--- config.mk ---
export PLATFORM = sky130hd
export DESIGN_NAME = contador_programa
export DESIGN_NICKNAME = d
export VERILOG_FILES = /design/src/rtl/contador_programa.sv
export SDC_FILE = /design/constraint.sdc
export NUM_CORES = 1
export LEC_CHECK = 0
export ABC_AREA = 1
export BUFFER_PORTS_ARGS = -buffer_cell sky130_fd_sc_hd__buf_2
export CORE_MARGIN = 3
export CORE_UTILIZATION = 35
export DETAILED_ROUTE_END_ITERATION = 7
export MAX_ROUTING_LAYER = met4
export PLACE_DENSITY = 0.81
export SYNTH_ARGS = -nofsm -noshare
export SYNTH_HDL_FRONTEND = slang
export SYNTH_SLANG_ARGS = --single-unit
--- constraint.sdc ---
create_clock -name clk -period 0.8 [get_ports clk]
set_input_delay 0.12 -clock clk [delete_from_list [all_inputs] [get_ports clk]]
set_output_delay 0.12 -clock clk [all_outputs]
set_load 0.1 [all_outputs]
--- src/rtl/contador_programa.sv ---
// Fetch-stage program counter: next-PC select (branch > jump > ret > pc_inc) with stall.
// Define CONTADOR_PROGRAMA_RAS_EN to add the circular return-address stack.
module contador_programa #(
   parameter int              PC_W      = 7,
   parameter logic [PC_W-1:0] RESET_PC  = '0,
   parameter int              RAS_DEPTH = 4
) (
   input  logic            clk,
   input  logic            rst,
   input  logic            enable,
   input  logic [PC_W-1:0] pc_inc,
   input  logic            branch_taken,
   input  logic [PC_W-1:0] branch_target,
   input  logic            jump,
   input  logic [PC_W-1:0] jump_target,
   input  logic            call,
   input  logic            ret,
   output logic [PC_W-1:0] pc,
   output logic            pc_valid,
   output logic            ras_empty,
   output logic            ras_err
);

   logic [PC_W-1:0] pc_next;

`ifdef CONTADOR_PROGRAMA_RAS_EN
   localparam int PTR_W = (RAS_DEPTH > 1) ? $clog2(RAS_DEPTH) : 1;
   localparam int CNT_W = $clog2(RAS_DEPTH + 1);

   logic [PC_W-1:0]  ras_mem_reg [RAS_DEPTH];
   logic [PTR_W-1:0] wp_reg;
   logic [PTR_W-1:0] top_idx;
   logic [CNT_W-1:0] cnt_reg;
   logic             ras_err_reg;
   logic             ras_full;
   logic             push;
   logic             pop;
   logic             err_next;

   // wp_reg is the next free slot; the newest entry sits just below it.
   assign top_idx   = wp_reg - PTR_W'(1);
   assign ras_full  = (cnt_reg == CNT_W'(RAS_DEPTH));
   assign ras_empty = (cnt_reg == '0);
   assign ras_err   = ras_err_reg;

   always_comb begin
      pc_next  = pc_inc;
      push     = 1'b0;
      pop      = 1'b0;
      err_next = 1'b0;
      if (branch_taken) begin
         pc_next = branch_target;
      end else if (jump) begin
         pc_next = jump_target;
         push    = call;
         err_next = call && ras_full;
      end else if (ret) begin
         if (ras_empty) begin
            err_next = 1'b1;
         end else begin
            pc_next = ras_mem_reg[top_idx];
            pop     = 1'b1;
         end
      end
   end

   always_ff @(posedge clk or posedge rst) begin
      if (rst) begin
         wp_reg      <= '0;
         cnt_reg     <= '0;
         ras_err_reg <= 1'b0;
      end else if (!enable) begin
         ras_err_reg <= 1'b0;
      end else begin
         ras_err_reg <= err_next;
         if (push) begin
            // A push on a full stack overwrites the oldest slot; depth saturates.
            wp_reg <= wp_reg + PTR_W'(1);
            if (!ras_full)
               cnt_reg <= cnt_reg + CNT_W'(1);
         end else if (pop) begin
            wp_reg  <= top_idx;
            cnt_reg <= cnt_reg - CNT_W'(1);
         end
      end
   end

   always_ff @(posedge clk) begin
      if (enable && push)
         ras_mem_reg[wp_reg] <= pc_inc;
   end
`else
   logic unused_ras;

   assign unused_ras = call ^ ret;
   assign ras_empty  = 1'b1;
   assign ras_err    = 1'b0;

   always_comb begin
      pc_next = pc_inc;
      if (branch_taken)
         pc_next = branch_target;
      else if (jump)
         pc_next = jump_target;
   end
`endif

   always_ff @(posedge clk or posedge rst) begin
      if (rst) begin
         pc       <= RESET_PC;
         pc_valid <= 1'b0;
      end else if (enable) begin
         pc       <= pc_next;
         pc_valid <= 1'b1;
      end
   end

endmodule

==> impl_metrics.toml, run 1 <==
[critical_path]
required_ns = 0.68
critPathMaxStageDelay_ns = 0.49
path_class = "reg -> out"
worstPathArrival_ns = 0.92
path_cells = "buf_12"
cp_max_fo = 2
cp-start-kind = "flip-flop"
critPathCaptureType = "primary output"
critical_path.top_delay_family = "flip-flops"
slowest_stage = "dfrtp_4"
path_buf_inv = 1

[grt]
grt_max_degree = 15
grt_use_total_pct = 14.53
grt_antenna_before_repair = 0
grt_overflow = 0
grt_pass1_wl_mm = 2.042
grt_pass1_vias = 531

[drt]
routed_via_density = 4.376
drt_first_iter_violations = 5
wirelength_mm = 1.301
drtPass1Iterations = 2
vias = 547
drcViolationCount = 0
wl_per_cell_um = 10.41
ant_nets = 0

[cells_and_area]
nets = 140
area_growth_pct = 65.30
antenna-diode-count = 0
drive_gt1_share_pct = 48.18
utilization_pct = 63.58
fin_area_um2 = 858.3

[placed_design]
dp_hpwl_mm = 1.099
portBuffers = 33
gp_congestion = 0.7248
dpl_cell_area_um2 = 804.5
dp_slack_ns = -0.007540

[run]
drv_cap = 0

[sta]
final-setup-viol-count = 11
fin_crit_sh_pct = 129.8
fin_crit_ns = 1.038
whs_ns = 0.08594
layout_setup_ws_ns = -0.2384
hold_viol = 0
rsz0062_at_grt = "yes"
fmax_mhz = 963.0
drv_slew = 0
finClkSkew_ns = 0

[clock_tree]
root_buffer = "clkbuf_4"
cts_sinks = 8
cts_buffers = 3
clk_latency_ns = 0.25
clkTransAtPathRegs_ns = 0.05
clock_path_buffers = 2
htree_levels = 1
cts_tree = "built"

[floorplanning]
core-area_mm2 = 0.001350
dieArea_mm2 = 0.001982
die_h_um = 44.52
placement_rows = 13
pin_count = 38
start_util_pct = 38.46
die_x_um = 44.52

[yosys]
synth_cell_types = 12
ys_seq_elements = 8
seq_area_frac_synth_pct = 38.55
postSynthAreaPerCell_um2 = 6.832
syn_inst = 76
syn_nets = 104
netlist_area_um2 = 519.2
yosys_warnings = 0

[status]
failed_checks = "negative setup slack"
status = "finished with violations"

[power]
p_total_uw = 1549
p_per_area_mw_per_mm2 = 1804
ir_drop_mv = 0.7673
leakage_uw = 0.0004695

[worst_hold_path]
hp-class = "in -> reg"
## per-layer routing
metal | track usage [%] | routed length (µm) | vias to the layer above
li1 | - | - | 290
met1 | 15.67 | 510 | 226
met2 | 24.07 | 662 | 27
met3 | 2.846 | 92 | 4
met4 | 9.036 | 36 | 0
met5 | - | 0 | -
## final cells by class
class / count / area (µm²)
sequential: 8 / 230.2
multi-input combinational: 52 / 229.0
timing repair buffer: 36 / 314.1
tap: 15 / 18.77
clock buffer: 3 / 22.52
inverter: 11 / 43.79
fill: 119 / 491.7
## Yosys cell counts
cell,n,area [µm²]
dfrtp_1,8,200.2
nand3_1,7,35.03
a21oi_2,3,26.28
buf_6,3,33.78
inv_2,2,7.510
buf_4,2,15.01
a21oi_1,4,20.02
inv_4,1,6.260
or2_1,1,6.260
conb_1,2,7.510
inv_1,8,30.03
nand2_1,35,131.4
## cells by family after synthesis
logic type      after synthesis  synth area share [%]
simple gates                 43                 33.25
flops                         8                 38.55
compound gates                7                 8.917
buf+inv                      16                 17.83
other cells                   2                 1.446
## stage by stage
| stage | instances | TNS, ns |
|---|---|---|
| floorplan | 76 | -0.5362 |
| global placement | 119 | 0 |
| detailed placement | 119 | -0.007540 |
| CTS | 125 | -1.939 |
| global route | 125 | -2.210 |
| finish | 125 | -1.903 |
## flip-flops by register name, indices dropped and copies added (netlist names)
register / cells
pc_valid: 1
pc: 7
## cells in the final DEF (no fill, tap or decap), drive strengths merged
master,Yosys,layout
a21oi,7,7
buf,5,35
clkbuf,0,3
conb,2,2
dfrtp,8,8
dlygate4sd3,0,1
inv,11,11
nand2,35,35
nand3,7,7
or2,1,1
## power by group
part | switching, µW | total [µW] | internal [µW]
registers | 45.0 | 516 | 471
logic | 469 | 731 | 262
clock network | 131 | 302 | 171
## repair_timing
item / CTS / global route
setup endpoints to repair: 9 / 11
resized for setup: 1 / 2
endpoints found under the hold margin: 8 / 0
hold buffers: 1 / 0
setup buffers: 2 / 1
cloned: 0 / 0
pin swaps: 0 / 1
## worst register-to-register path: stages (launching register included)
cell	delay, ns
dfrtp_4	0.49
buf_6	0.13
nand2_2	0.05
nand2_1	0.06
## final timing paths
kind / startpoint / end / slack [ns] / cells after the start
worst min-delay path: enable / pc_valid$_DFFE_PP0P_ / 0.09 / 2
worst max-delay path: pc[2]$_DFFE_PP0P_ / pc[2] / -0.24 / 1
min in group asynchronous: rst / pc[4]$_DFFE_PP0P_ / 0.34 / 3
worst max register to register: pc[2]$_DFFE_PP0P_ / pc[2]$_DFFE_PP0P_ / -0.03 / 3
worst min register to register: pc[3]$_DFFE_PP0P_ / pc[3]$_DFFE_PP0P_ / 0.55 / 2
max in group asynchronous: rst / pc[0]$_DFFE_PP0P_ / 0.20 / 3
Power figures use the tool's default switching activity.
==> run 2, diff against run 1 <==
==> constraint.sdc (replaced) <==
create_clock -name clk -period 1.2 [get_ports clk]
set_input_delay 0.18 -clock clk [delete_from_list [all_inputs] [get_ports clk]]
set_output_delay 0.18 -clock clk [all_outputs]
set_load 0.1 [all_outputs]
==> impl_metrics.toml, run 2 (same netlist as run 1, synthesis figures left out) <==
[power]
combPwrFrac_pct = 47.4
switchingPower_uw = 423.8
p_per_area_mw_per_mm2 = 1235
clkPwrFrac_pct = 19.8
leakage_uw = 0.0004655
sw_frac_of_total_pct = 42.52
seq_power_share_pct = 32.8
p_int_uw = 573.0
ir_drop_mv = 0.8080

[cells_and_area]
area_growth_pct = 55.42
nFillCells = 122
utilization_pct = 59.78
reg_top3 = "pc: 7 flops, pc_valid: 1 flops"
largest_reg_flops = 7
final_cell_mix = "nand2_1, buf_2, inv_1, dfrtp_1, buf_12"
nets = 138
final_common_cell = "nand2_1"
top_register = "pc"
fin_area_um2 = 807.0
drive_gt1_share_pct = 38.89
antenna-diode-count = 0

[clock_tree]
root_buffer = "clkbuf_4"
postCtsHoldBufs = 1
htree_levels = 1
cts_buffers = 3
postCtsSetupRepairBufs = 0
clk_latency_ns = 0.25
cts_sinks = 8
ctsResizeCount = 0
clkTransAtPathRegs_ns = 0.05
cts_tree = "built"
clock_path_buffers = 2

[placed_design]
gp_congestion = 0.7865
portBuffers = 33
dpl_cell_area_um2 = 774.5
dp_slack_ns = 0.3316
dp_hpwl_mm = 1.072

[grt]
grt_pass1_vias = 507
grt-busiest-layer = "met2"
grt_max_degree = 15
met1_usage_pct = 16.04
grt_antenna_before_repair = 0
grt_overflow = 0
grt_use_total_pct = 14.83
gr-usage-met3_pct = 5.285
grt_pass1_wl_mm = 2.056
met2_usage_pct = 24.36

[sta]
hold_viol = 0
final-setup-viol-count = 0
whs_ns = 0.1490
layout_setup_ws_ns = 0.1787
setup_tns_ns = 0
drv_slew = 0
fin_crit_ns = 1.021
finClkSkew_ns = 0
fin_crit_sh_pct = 85.11
rsz0062_at_grt = "no"
fmax_mhz = 979.1

[critical_path]
required_ns = 1.02
path_cells = "buf_12"
slowest_stage = "dfrtp_1"
cp_max_fo = 2
path_class = "reg -> out"
critical_path.top_delay_family = "flip-flops"
critPathCaptureType = "primary output"
critPathMaxStageDelay_ns = 0.41
worstPathArrival_ns = 0.84
path_buf_inv = 1
cp-start-kind = "flip-flop"

[floorplanning]
die_h_um = 44.52
dieArea_mm2 = 0.001982
start_util_pct = 38.46
pin_count = 38
core-area_mm2 = 0.001350
die_x_um = 44.52
placement_rows = 13

[drt]
wirelength_mm = 1.327
drtPass1Iterations = 4
routed_via_density = 4.593
ant_nets = 0
vias = 565
wl_per_cell_um = 10.79
drcViolationCount = 0
drt_first_iter_violations = 11

[worst_hold_path]
hp-class = "in -> reg"

[status]
status = "completed"

[run]
drv_cap = 0
[run 2: worst paths after layout]
kind                                 startpoint                   end  slack [ns]  depth (start not counted)
max                           pc[1]$_DFFE_PP0P_                 pc[1]        0.18                          1
max in group asynchronous                   rst     pc[2]$_DFFE_PP0P_        0.56                          3
min                                      enable  pc_valid$_DFFE_PP0P_        0.15                          2
max reg2reg                pc_valid$_DFFE_PP0P_  pc_valid$_DFFE_PP0P_        0.48                          1
min in group asynchronous                   rst     pc[0]$_DFFE_PP0P_        0.42                          3
min reg2reg                pc_valid$_DFFE_PP0P_  pc_valid$_DFFE_PP0P_        0.52                          1
[run 2: metrics by stage]
stage | power, µW | instances
6_report | 996.7 | 123
4_1_cts | 1009 | 123
3_5_place_dp | 802.7 | 119
2_1_floorplan | 630.3 | 76
5_1_grt | 1051 | 123
3_3_place_gp | 794.0 | 119
[run 2: power groups by stage]
stage | logic, µW | registers [µW] | clock network [µW]
finish | 473 | 327 | 197
global route | 496 | 330 | 225
CTS | 475 | 327 | 207
detailed placement | 472 | 330 | 0
global placement | 464 | 330 | 0
floorplan | 120 | 510 | 0
[run 2: metal layers]
metal / wire [µm] / vias to the layer above
li1: - / 287
met1: 543 / 249
met2: 656 / 25
met3: 92 / 4
met4: 34 / 0
met5: 0 / -
[run 2: area by class of cell]
type                       instances  area [µm²]  share of cell area, %
timing repair buffer              34       295.3                  36.59
multi-input combinational         52       226.5                  28.06
sequential                         8       200.2                  24.81
inverter                          11       43.79                  5.426
clock buffer                       3       22.52                  2.791
tap                               15       18.77                  2.326
